**config.mk**
```make
export PLATFORM = sky130hd
export DESIGN_NAME = rc5_enc_arbiter
export DESIGN_NICKNAME = d
export VERILOG_FILES = /design/src/rtl/rc5_enc_arbiter.sv
export SDC_FILE = /design/constraint.sdc
export NUM_CORES = 1
export LEC_CHECK = 0
export ABC_AREA = 1
export BUFFER_PORTS_ARGS = -buffer_cell sky130_fd_sc_hd__clkbuf_2
export CORE_AREA = 2 2 157 159
export CTS_CLUSTER_SIZE = 16
export DETAILED_ROUTE_END_ITERATION = 16
export DIE_AREA = 0 0 159 161
export PLACE_DENSITY = 0.65
export SYNTH_ARGS = -nofsm -noshare
export SYNTH_HDL_FRONTEND = slang
export SYNTH_SLANG_ARGS = --single-unit
```
**constraint.sdc**
```tcl
create_clock -name clk -period 3.1 [get_ports clk]
set_input_delay 0 -clock clk [delete_from_list [all_inputs] [get_ports clk]]
set_output_delay 0 -clock clk [all_outputs]
set_load 0.1 [all_outputs]
```
**src/rtl/rc5_enc_arbiter.sv**
```systemverilog
// rc5_enc_arbiter: two-port round-robin arbiter and sequencer in front of the
// single RC5 Encryption core. It grants one requester, launches its block into
// the core with a one-cycle din_valid pulse, waits for the rising edge of
// dout_ready and returns the ciphertext to the owning requester.
//
// Ports:
//   clk, clr (async active-low reset)
//   req{0,1}_din/valid/ack   : plaintext request handshake (ack is combinational)
//   rsp{0,1}_dout/err/valid/ready : ciphertext response handshake
//   core_din/core_din_valid  : launch into the core
//   core_dout/core_dout_ready: result from the core
//   busy                     : high whenever the sequencer is not idle
//
// Optional feature: define RC5_ARB_TIMEOUT_EN to abort an operation after
// TIMEOUT_CYCLES WAIT cycles with rsp_err=1 and rsp_dout=0.
module rc5_enc_arbiter #(
    parameter int unsigned TIMEOUT_CYCLES = 255
) (
    input  logic        clk,
    input  logic        clr,
    input  logic [63:0] req0_din,
    input  logic        req0_valid,
    output logic        req0_ack,
    input  logic [63:0] req1_din,
    input  logic        req1_valid,
    output logic        req1_ack,
    output logic [63:0] rsp0_dout,
    output logic        rsp0_err,
    output logic        rsp0_valid,
    input  logic        rsp0_ready,
    output logic [63:0] rsp1_dout,
    output logic        rsp1_err,
    output logic        rsp1_valid,
    input  logic        rsp1_ready,
    output logic [63:0] core_din,
    output logic        core_din_valid,
    input  logic [63:0] core_dout,
    input  logic        core_dout_ready,
    output logic        busy
);

    localparam int unsigned DATA_W = 64;
    localparam int unsigned CNT_W  = 16;

    typedef enum logic [1:0] {
        S_IDLE    = 2'd0,
        S_LAUNCH  = 2'd1,
        S_WAIT    = 2'd2,
        S_DELIVER = 2'd3
    } state_t;

    state_t              state;
    state_t              state_next;
    logic                owner;
    logic                last_grant;
    logic                prev_ready;
    logic                rise;
    logic                rsp_hs;
    logic                timeout_hit;
    logic                capture;
    logic [DATA_W-1:0]   cap_data;

    // Completion is a fresh 0->1 transition; a level left high is ignored.
    assign rise     = core_dout_ready && !prev_ready;
    assign capture  = (state == S_WAIT) && (rise || timeout_hit);
    // A completion edge beats a simultaneous timeout.
    assign cap_data = rise ? core_dout : '0;

    // State register
    always_ff @(posedge clk or negedge clr) begin
        if (!clr) begin
            state <= S_IDLE;
        end else begin
            state <= state_next;
        end
    end

    // Next-state logic
    always_comb begin
        state_next = state;
        case (state)
            S_IDLE:    if (req0_ack || req1_ack) state_next = S_LAUNCH;
            S_LAUNCH:  state_next = S_WAIT;
            S_WAIT:    if (rise || timeout_hit) state_next = S_DELIVER;
            S_DELIVER: if (rsp_hs) state_next = S_IDLE;
            default:   state_next = S_IDLE;
        endcase
    end

    // Output decode: round-robin grant in IDLE, response handshake in DELIVER.
    // Grants are gated by clr so acks read 0 while reset is held.
    always_comb begin
        req0_ack = 1'b0;
        req1_ack = 1'b0;
        rsp_hs   = 1'b0;
        if (state == S_IDLE && clr) begin
            if (req0_valid && (!req1_valid || last_grant)) begin
                req0_ack = 1'b1;
            end else if (req1_valid) begin
                req1_ack = 1'b1;
            end
        end
        if (state == S_DELIVER) begin
            rsp_hs = owner ? rsp1_ready : rsp0_ready;
        end
    end

    // Registered datapath and outputs, loaded from the next state.
    always_ff @(posedge clk or negedge clr) begin
        if (!clr) begin
            prev_ready     <= 1'b0;
            owner          <= 1'b0;
            last_grant     <= 1'b1;
            core_din       <= '0;
            core_din_valid <= 1'b0;
            busy           <= 1'b0;
            rsp0_valid     <= 1'b0;
            rsp1_valid     <= 1'b0;
            rsp0_dout      <= '0;
            rsp1_dout      <= '0;
        end else begin
            prev_ready     <= core_dout_ready;
            core_din_valid <= (state_next == S_LAUNCH);
            busy           <= (state_next != S_IDLE);
            rsp0_valid     <= (state_next == S_DELIVER) && !owner;
            rsp1_valid     <= (state_next == S_DELIVER) && owner;
            if (req0_ack || req1_ack) begin
                core_din   <= req1_ack ? req1_din : req0_din;
                owner      <= req1_ack;
                last_grant <= req1_ack;
            end
            if (capture) begin
                if (owner) begin
                    rsp1_dout <= cap_data;
                end else begin
                    rsp0_dout <= cap_data;
                end
            end
        end
    end

`ifdef RC5_ARB_TIMEOUT_EN
    logic [CNT_W-1:0] to_cnt;
    logic             err_q;
    logic             err_next;

    assign timeout_hit = (state == S_WAIT) && (to_cnt == CNT_W'(TIMEOUT_CYCLES - 1));
    assign err_next    = (state == S_WAIT) ? (timeout_hit && !rise) : err_q;

    // WAIT-cycle counter and error flag for the owner's response
    always_ff @(posedge clk or negedge clr) begin
        if (!clr) begin
            to_cnt   <= '0;
            err_q    <= 1'b0;
            rsp0_err <= 1'b0;
            rsp1_err <= 1'b0;
        end else begin
            to_cnt   <= (state == S_WAIT) ? to_cnt + CNT_W'(1) : '0;
            err_q    <= err_next;
            rsp0_err <= (state_next == S_DELIVER) && !owner && err_next;
            rsp1_err <= (state_next == S_DELIVER) && owner && err_next;
        end
    end
`else
    logic unused_cfg;

    assign unused_cfg  = ^(32'(TIMEOUT_CYCLES));
    assign timeout_hit = 1'b0;
    assign rsp0_err    = 1'b0;
    assign rsp1_err    = 1'b0;
`endif

endmodule
```
==> metrics.md, run 1 <==
| Metric | Value |
|---|---|
| Status | `completed` |
| Synth Cell Area | `8790 um^2` |
| Count leader, synth | `nand2_1` |
| CTS tree | `built` |
| Worst Tran Pin Value | `roughly 0.81 ns` |
| Clk slew on worst S/H paths | `around 0.060 ns` |
| Crit path DAT | `3.25 ns` |
| Critical path class | `register to register` |
| Met3 WL | `2410 um` |
| Top cell type's share of synthesized area | `56.9%` |
| CP Cell Sequence | `inv_1, nand2_1, nor2_4, buf_6, nand3_1, dlygate4sd3_1, nand3_1, dlygate4sd3_1, nand2_1` |
| Fmax | `around 0.35 GHz` |
| Post-route cell area | `13800 um^2` |
| Initial antenna violation count | `2` |
| Sequential element share of the synthesized area | `57.2%` |
| Crit path time final | `2.86 ns` |
| Synth-to-layout area growth | `57.1%` |
| Worst-path fanout max | `54` |
| Layout cells sized above 1 | `27.3%` |
| Initial DRC count | `555` |
| Row cnt | `57` |
| Final count of pins violating max slew | `0` |
| Yosys top cell by area | `dfrtp_1` |
| First-pass DRT Iterations | `5` |
| Critical path's slowest cell | `dlygate4sd3_1` |
| Cts bufs inserted | `23` |
| H-Tree Depth | `1` |
| Async SR Flop Fraction | `100%` |
| Worst path bufs/invs | `4` |
| Hold Vio Cnt, Final | `0` |
| HP Class | `input pin to asynchronous set/reset pin` |
| Crit end category | `register` |
| Postcts setup bufs | `0` |
| Die H | `161 um` |
| Met2 wire length | `14000 um` |
| Post-synth EDFFs | `0` |
| DP Area | `11000 um^2` |
| Clock latency on the worst-skew pair | `around 0.5 ns` |
| ANT nets after route | `0` |
| Largest cells by area after synthesis | `dfrtp_1 (57%), nand2_1 (14%), inv_1 (8.6%)` |
| Die area | `25600 um^2` |
| Metal1 wirelength | `11800 um` |
| Largest net degree at the start of global routing | `around 130` |
| Synth Instances | `1075` |
| DR WL/cell | `14.7 um` |
| Fin Setup TNS | `0 ns` |
| Global-route wire length before repair | `47100 um` |
| Core Area | `24000 um^2` |
| Highest layer used for signal routing | `met5` |
| Critical Path RT | `3.49 ns` |
| Final Cycle Share | `between 90 and 100%` |
| Gr usage total | `approximately 23%` |
| Initial Utilization | `36.7%` |
| Routed vias/inst | `between 4 and 5` |
| Avg Cell Area, Syn | `8.18 um^2` |
| Routed vias | `9070` |
| Worst stage delay on the critical path | `between 0.5 and 0.6 ns` |
| Vias in the first global route | `9223` |
| Grt ovf | `0` |
| Max-cap violations | `0` |
| Top cells by count, synth | `nand2_1 (333), inv_1 (201), dfrtp_1 (200), nand3_1 (132), o21ai_1 (104)` |
| IO Port Bufs | `396` |
| Slew headroom | `46.3%` |
| CTS Sinks | `roughly 200` |
| Fill count | `about 2100` |
| DRC | `0` |
| Yosys reg bits | `between 200 and 250` |
| Crit path launch type | `register` |
| Nets | `1844` |
| Synth unique cells | `18` |
| Prevailing post-synth register cell | `dfrtp_1` |
| DRT Wirelength | `29100 um` |
| Final setup viols | `0` |
| Clk_skew | `about 0.008 ns` |
| Root buf cell | `clkbuf_16` |
| Hpwl dp | `18600 um` |
| Die X | `159 um` |
| Max clock buf depth | `3` |
| I/O pin count | `399` |
| RePlAce Congestion | `roughly 0.84` |
| Crit path max-delay family | `buffers and inverters` |
| Synth warn | `0` |
| Unrepaired setup endpoints after global routing | `no` |
==> sequential cells by signal (all words and copies together) (netlist names) <==
signal / count
last_grant: 1
rsp1_dout: 64
core_din: 64
state: 2
rsp1_valid: 1
rsp0_valid: 1
core_din_valid: 1
owner: 1
prev_ready: 1
rsp0_dout: 64
busy: 1
==> tightest hold or removal path, cell delays in order <==
cell and delay [ns]:
dlygate4sd3_1 0.54, clkbuf_8 0.18, buf_12 0.18
==> placed cells by master (no fill, tap or decap), drive strengths merged <==
| cell | instances |
|---|---|
| a21boi | 1 |
| a21oi | 2 |
| buf | 12 |
| bufinv | 3 |
| clkbuf | 430 |
| clkinv | 3 |
| conb | 2 |
| dfrtp | 200 |
| dfstp | 1 |
| diode | 1 |
| dlygate4sd3 | 201 |
| inv | 203 |
| nand2 | 333 |
| nand3 | 132 |
| nor2 | 5 |
| o21ai | 132 |
==> cells by family (layout without fill, tap and decap cells) <==
family          count (synthesis)  in the layout  share of synthesized area [%]
simple gates                  470            470                           22.0
buf+inv                       268            852                           13.0
flops                         201            201                           57.2
compound gates                135            135                           7.76
other cells                     1              3                         0.0427
==> path summary, 6_finish.rpt <==
| check | from | to | slack [ns] | cells past startpoint |
|---|---|---|---|---|
| setup / recovery | state[1] | core_din[58] | 0.24 | 9 |
| hold / removal | clr | core_din[35] | 0.07 | 3 |
| setup reg to reg | state[1] | core_din[58] | 0.24 | 9 |
| hold reg to reg | core_din[30] | core_din[30] | 0.48 | 2 |
| max in group asynchronous | clr | rsp0_dout[8] | 1.51 | 4 |
| min in group clk | core_dout_ready | prev_ready | 0.20 | 2 |
==> repair_timing <==
action | 4_1_cts | 5_1_grt
resized for setup | 0 | 1
hold buffers | 202 | 0
hold endpoints to repair | 278 | 0
setup endpoints to repair | 0 | 1
==> through the flow <==
step / utilization (%) / std cells / setup WS (ns) / hold WS [ns]
after global routing: 57.6 / 1985 / 0.0941 / 0.0718
after floorplan: - / 1076 / 0.778 / -0.296
after CTS: 57.6 / 1984 / 0.108 / 0.0536
after global placement: 45.8 / 1742 / 1.19 / -0.0927
after detailed placement: 45.8 / 1742 / 1.14 / -0.0898
final: 57.6 / 1985 / 0.241 / 0.0746
==> layout make-up <==
cell class	count	area, um^2	area share (%)
clock inverters	6	105	0.761
inverters	203	762	5.52
clock buffers	34	687	4.97
flip-flops and latches	201	5030	36.4
multi-input cells	607	2680	19.4
diodes	1	2.50	0.0181
well taps	324	405	2.94
repair buffers	609	4130	29.9
==> metal layers <==
layer,vias to the layer above,global-route usage [%]
met2,388,38.7
met5,-,0
met3,58,5.96
met1,4206,27.7
met4,2,7.31
li1,4416,-
Power of run 1 is not shown: default switching activity piles up to over one toggle a cycle in this logic, so the estimate is an artifact.
==> run 2, diff against run 1 <==
==> config.mk (replaced) <==
export PLATFORM = sky130hd
export DESIGN_NAME = rc5_enc_arbiter
export DESIGN_NICKNAME = d
export VERILOG_FILES = /design/src/rtl/rc5_enc_arbiter.sv
export SDC_FILE = /design/constraint.sdc
export NUM_CORES = 1
export LEC_CHECK = 0
export BUFFER_PORTS_ARGS = -buffer_cell sky130_fd_sc_hd__clkbuf_2
export CORE_AREA = 2 2 154 156
export CTS_CLUSTER_SIZE = 16
export DETAILED_ROUTE_END_ITERATION = 16
export DIE_AREA = 0 0 156 158
export PLACE_DENSITY = 0.66
export SETUP_SLACK_MARGIN = 0.1
export SYNTH_ARGS = -nofsm -noshare
export SYNTH_HDL_FRONTEND = slang
export SYNTH_SLANG_ARGS = --single-unit
==> run 2 against run 1 <==
Global-route usage decreased by 1.5 points. Register-to-register slack improved by 0.14 ns. Clock skew increased by 0.0093 ns. Via count decreased by 19%. Sequential share of layout area increased by 1.3 points. Core utilization increased by 0.28 points. Critical path depth decreased by 4. Final cell count decreased by 25%. Worst hold slack got worse by 0.017 ns. First-iteration DRC count decreased by 37%. Synthesized cell count decreased by 44%. Cell area decreased by 3.3%.
==> metrics.md, run 2 <==
| Metric | Value |
|---|---|
| Worst stage delay on the critical path | `0.83 ns` |
| Hold_ws | `0.0580 ns` |
| Cts bufs inserted | `22` |
| DRT Wirelength | `about 27000 um` |
| Critical path's slowest cell | `or3b_2` |
| Top cell type's share of synthesized area | `59.1%` |
| I/O pin count | `399` |
| Fin Setup TNS | `0 ns` |
| Status | `completed` |
| DR WL/cell | `18.4 um` |
| Gr usage total | `21.0%` |
| Nets | `roughly 1400` |
| Initial DRC count | `349` |
| Worst-path fanout max | `36` |
| CTS tree | `built` |
| Final Cycle Share | `~88%` |
| Most common cell after layout, fill and taps aside | `clkbuf_2` |
| Post-cts resize count | `0` |
| Post-synth EDFFs | `0` |
| Clk_skew | `between 0.015 and 0.02 ns` |
| Worst Tran Pin Value | `1.14 ns` |
| Synth Cell Area | `8470 um^2` |
| Avg Cell Area, Syn | `approximately 14 um^2` |
| Top cells by count, synth | `dfrtp_1 (200), nand2_1 (67), a221o_1 (64), nor3_1 (64), mux2_4 (60)` |
| Crit end category | `register` |
| Initial Utilization | `36.8%` |
| Layout cells sized above 1 | `47.9%` |
| RePlAce Congestion | `around 0.8` |
| IO Port Bufs | `396` |
| Hold Vio Cnt, Final | `0` |
| HP Class | `input pin to register` |
| Fmax | `0.368 GHz` |
| Yosys reg bits | `201` |
| Fill count | `1857` |
| Routed vias | `7342` |
| Final count of pins violating max slew | `0` |
| Row cnt | `56` |
| Core Area | `~23000 um^2` |
| Unrepaired setup endpoints after global routing | `no` |
| Async SR Flop Fraction | `100%` |
| Biggest regs | `core_din x64, rsp0_dout x64, rsp1_dout x64` |
| Grt ovf | `0` |
| Sequential element share of the synthesized area | `59.4%` |
| Prevailing post-synth register cell | `dfrtp_1` |
| Max-cap violations | `0` |
| Synth unique cells | `31` |
| CP Cell Sequence | `or3b_2, buf_4, nor3_1, a221o_1, dlygate4sd3_1` |
| DRC | `0` |
| H-Tree Depth | `1` |
| First-pass DRT Iterations | `4` |
| Crit path time final | `~2.7 ns` |
| Largest cells by area after synthesis | `dfrtp_1 (59%), mux2_4 (11%), mux2_2 (7.7%)` |
| Die X | `between 150 and 200 um` |
| Synth Instances | `between 500 and 600` |
| Synth-to-layout area growth | `57.5%` |
| Max clock buf depth | `3` |
| Root buf cell | `clkbuf_16` |
| Initial antenna violation count | `1` |
| Clock latency on the worst-skew pair | `0.50 ns` |
| Largest net degree at the start of global routing | `199` |
| Most frequent cells in the layout | `clkbuf_2 (394), dfrtp_1 (200), dlygate4sd3_1 (200)` |
| ANT nets after route | `0` |
| Die H | `158 um` |
| Synth warn | `0` |
| Critical path class | `register to register` |
| Hpwl dp | `17500 um` |
| Die area | `about 25000 um^2` |
| Clk slew on worst S/H paths | `~0.06 ns` |
| Critical Path RT | `3.53 ns` |
| Final setup viols | `0` |
| Slew headroom | `24.2%` |
| CTS Sinks | `201` |
| Count leader, synth | `dfrtp_1` |
| Crit path launch type | `register` |
| Crit path DAT | `3.15 ns` |
| Global-route wire length before repair | `41200 um` |
| Yosys top cell by area | `dfrtp_1` |
| Vias in the first global route | `7525` |
| Routed vias/inst | `4.94` |
run 2: logic make-up (layout without fill, tap and decap cells):
logic type	count (synthesis)	count (layout)	synth area share (%)
multiplexers	129	129	19.8
AND/OR/NAND/NOR	145	145	8.09
other	1	3	0.0443
flip-flops	201	201	59.4
buffers and inverters	51	648	4.71
AO/OA/AOI/OAI	70	70	7.99
run 2: final timing paths:
kind                               start            end  slack, ns  cells after the start
max in group asynchronous            clr   core_din[46]       1.90                      3
min in group asynchronous            clr   rsp1_dout[7]       0.34                      3
setup reg to reg                state[0]   core_din[53]       0.38                      5
hold reg to reg            rsp1_dout[10]  rsp1_dout[10]       0.49                      1
setup / recovery                state[0]   core_din[53]       0.38                      5
hold / removal                rsp1_ready       state[0]       0.06                      4
run 2: worst max-delay path: cells and delay by family (launching register included):
kind | cells | cell delay (ns)
flip-flops | 1 | 0.45
AND/OR/NAND/NOR | 2 | 1.11
AO/OA/AOI/OAI | 1 | 0.17
buffers and inverters | 2 | 0.91
run 2: timing repair:
item                      in CTS  in global routing
hold buffers                 200                  0
hold endpoints to repair     399                  0
setup buffers                  0                  0
run 2: cell type report:
class                           instances  area, um^2  share of cell area (%)
Antenna cell                            1        2.50                  0.0187
Clock buffer                           30         642                    4.81
Clock inverter                         10         104                   0.778
Inverter                                1        3.75                  0.0281
Multi-Input combinational cell        346        3060                    22.9
Sequential cell                       201        5030                    37.7
Tap cell                              290         363                    2.72
Timing Repair Buffer                  607        4140                    31.0
run 2: metal layers:
metal	up-vias	track usage, %	part of all wire, %
li1	3347	-	-
met1	3593	25.7	39
met2	351	36.9	51
met3	51	5.09	8.3
met4	0	5.99	2.3
met5	-	0	0
run 2: metrics by stage:
stage	setup WS, ns	instances	util, %	cell area, um^2
after floorplan	0.449	598	-	8480
after global placement	1.11	1245	46.0	10600
after detailed placement	1.05	1245	46.0	10600
after CTS	0.506	1485	57.9	13300
after global routing	0.284	1486	57.9	13300
final	0.381	1486	57.9	13300
Power of run 2 is left out for the same reason.
==> run 3, diff against run 2 <==
==> constraint.sdc (replaced) <==
create_clock -name clk -period 3.3 [get_ports clk]
set_input_delay 0 -clock clk [delete_from_list [all_inputs] [get_ports clk]]
set_output_delay 0 -clock clk [all_outputs]
set_load 0.1 [all_outputs]
==> run 3 against run 2 <==
Sequential share of layout area hardly changed. Clock-buffer cell count is 1 higher. Via count is 1.1% higher. Worst hold slack worse by 0.056 ns.
==> metrics.md, run 3 (synthesis gave the netlist of run 2 again) <==
| Metric | Value |
|---|---|
| Final count of pins violating max slew | `0` |
| Routed vias/inst | `4.99` |
| Critical Path RT | `3.72 ns` |
| Nets | `~1400` |
| Row cnt | `56` |
| Layout cells sized above 1 | `48.0%` |
| Critical path's slowest cell | `buf_4` |
| Most common cell after layout, fill and taps aside | `clkbuf_2` |
| IO Port Bufs | `396` |
| Gr usage total | `20.8%` |
| Routed vias | `7421` |
| Postcts setup bufs | `0` |
| Fill count | `1841` |
| Critical path class | `register to register` |
| Fmax | `approximately 0.37 GHz` |
| Clk slew on worst S/H paths | `0.07 ns` |
| Clk_skew | `roughly 0.013 ns` |
| Biggest regs | `core_din x64, rsp0_dout x64, rsp1_dout x64` |
| PnR worst setup slack | `0.624 ns` |
| DRC | `0` |
| CTS Sinks | `201` |
| Slew headroom | `between 30% and 40%` |
| Initial antenna violation count | `3` |
| Core Area | `between 20000 and 25000 um^2` |
| CTS tree | `built` |
| Die X | `156 um` |
| Crit path launch type | `register` |
| Max-cap violations | `0` |
| RePlAce Congestion | `0.812` |
| DR WL/cell | `18.4 um` |
| Hpwl dp | `17500 um` |
| Worst-path fanout max | `52` |
| Die H | `158 um` |
| I/O pin count | `~400` |
| Post-route cell area | `13400 um^2` |
| Hold_ws | `0.00182 ns` |
| ANT nets after route | `0` |
| Cts bufs inserted | `22` |
| Global-route wire length before repair | `40600 um` |
| Worst Tran Pin Value | `1.03 ns` |
| Status | `completed` |
| Crit path DAT | `3.10 ns` |
| Final setup viols | `0` |
| Worst slack, placed | `1.18 ns` |
| Synth-to-layout area growth | `57.6%` |
| Die area | `24600 um^2` |
| DRT Wirelength | `~27000 um` |
| Unrepaired setup endpoints after global routing | `no` |
| Max clock buf depth | `3` |
| Root buf cell | `clkbuf_16` |
| Initial Utilization | `36.8%` |
| Crit path time final | `2.68 ns` |
| Largest net degree at the start of global routing | `176` |
| Crit end category | `register` |
| Clock latency on the worst-skew pair | `0.49 ns` |
| H-Tree Depth | `1` |
| Vias in the first global route | `7585` |
| CP Cell Sequence | `nor3b_4, and3_2, buf_4, a221o_1, dlygate4sd3_1` |
| Final Cycle Share | `81.1%` |
| Grt ovf | `0` |
| DP Area | `10600 um^2` |
| Worst stage delay on the critical path | `0.56 ns` |
| Most frequent cells in the layout | `clkbuf_2 (394), dfrtp_1 (200), dlygate4sd3_1 (199)` |
| Hold Vio Cnt, Final | `0` |
| Initial DRC count | `342` |
| Fin Setup TNS | `0 ns` |
| First-pass DRT Iterations | `5` |
| HP Class | `input pin to asynchronous set/reset pin` |
-- run 3: cell types whose count changed in the layout (fill, tap and decap cells not counted), sizes merged --
| cell | change |
|---|---|
| clkinv | -4 |
| diode | +2 |
| buf | +1 |
| bufinv | +1 |
| clkbuf | +1 |
| dlygate4sd3 | -1 |
| inv | +1 |
-- run 3: path summary, 6_finish.rpt --
check | start | cells past startpoint | slack, ns | end
max in group asynchronous | clr | 3 | 2.01 | rsp0_dout[44]
min in group clk | req0_valid | 3 | 0.03 | owner
min | clr | 2 | 0.002 | owner
max | state[0] | 5 | 0.62 | core_din[15]
max reg2reg | state[0] | 5 | 0.62 | core_din[15]
min reg2reg | rsp1_dout[40] | 1 | 0.49 | rsp1_dout[40]
-- run 3: per-layer routing --
layer / GRT usage [%] / routed length, um
met1: 24.9 / 10800
met5: 0 / 0
met3: 5.12 / 2160
met4: 7.38 / 833
met2: 36.6 / 13600
-- run 3: cell type report --
| class | count | area [um^2] | area share, % |
|---|---|---|---|
| flip-flops and latches | 201 | 5030 | 37.7 |
| repair buffers | 607 | 4100 | 30.7 |
| multi-input cells | 346 | 3060 | 22.9 |
| clock buffers | 31 | 666 | 4.99 |
| well taps | 290 | 363 | 2.72 |
| clock inverters | 8 | 119 | 0.890 |
| diodes | 3 | 7.51 | 0.0562 |
| inverters | 1 | 3.75 | 0.0281 |
-- run 3: through the flow --
| step | std cells | util (%) |
|---|---|---|
| after global placement | 1246 | 45.8 |
| after detailed placement | 1246 | 45.8 |
| after global routing | 1487 | 57.9 |
| after floorplan | 598 | - |
| after CTS | 1484 | 57.9 |
| final | 1487 | 57.9 |
-- run 3: worst max-delay path: cells and delay by family (launching register included) --
family / cells / cell delay, ns
AO/OA/AOI/OAI: 1 / 0.25
buffers and inverters: 2 / 1.11
flip-flops: 1 / 0.45
AND/OR/NAND/NOR: 2 / 0.76
-- run 3: what timing repair did --
item | in CTS | in global routing
hold buffers | 199 | 0
gates resized for setup | 0 | 0
hold endpoints to repair | 225 | 0
Power of run 3 is left out for the same reason.
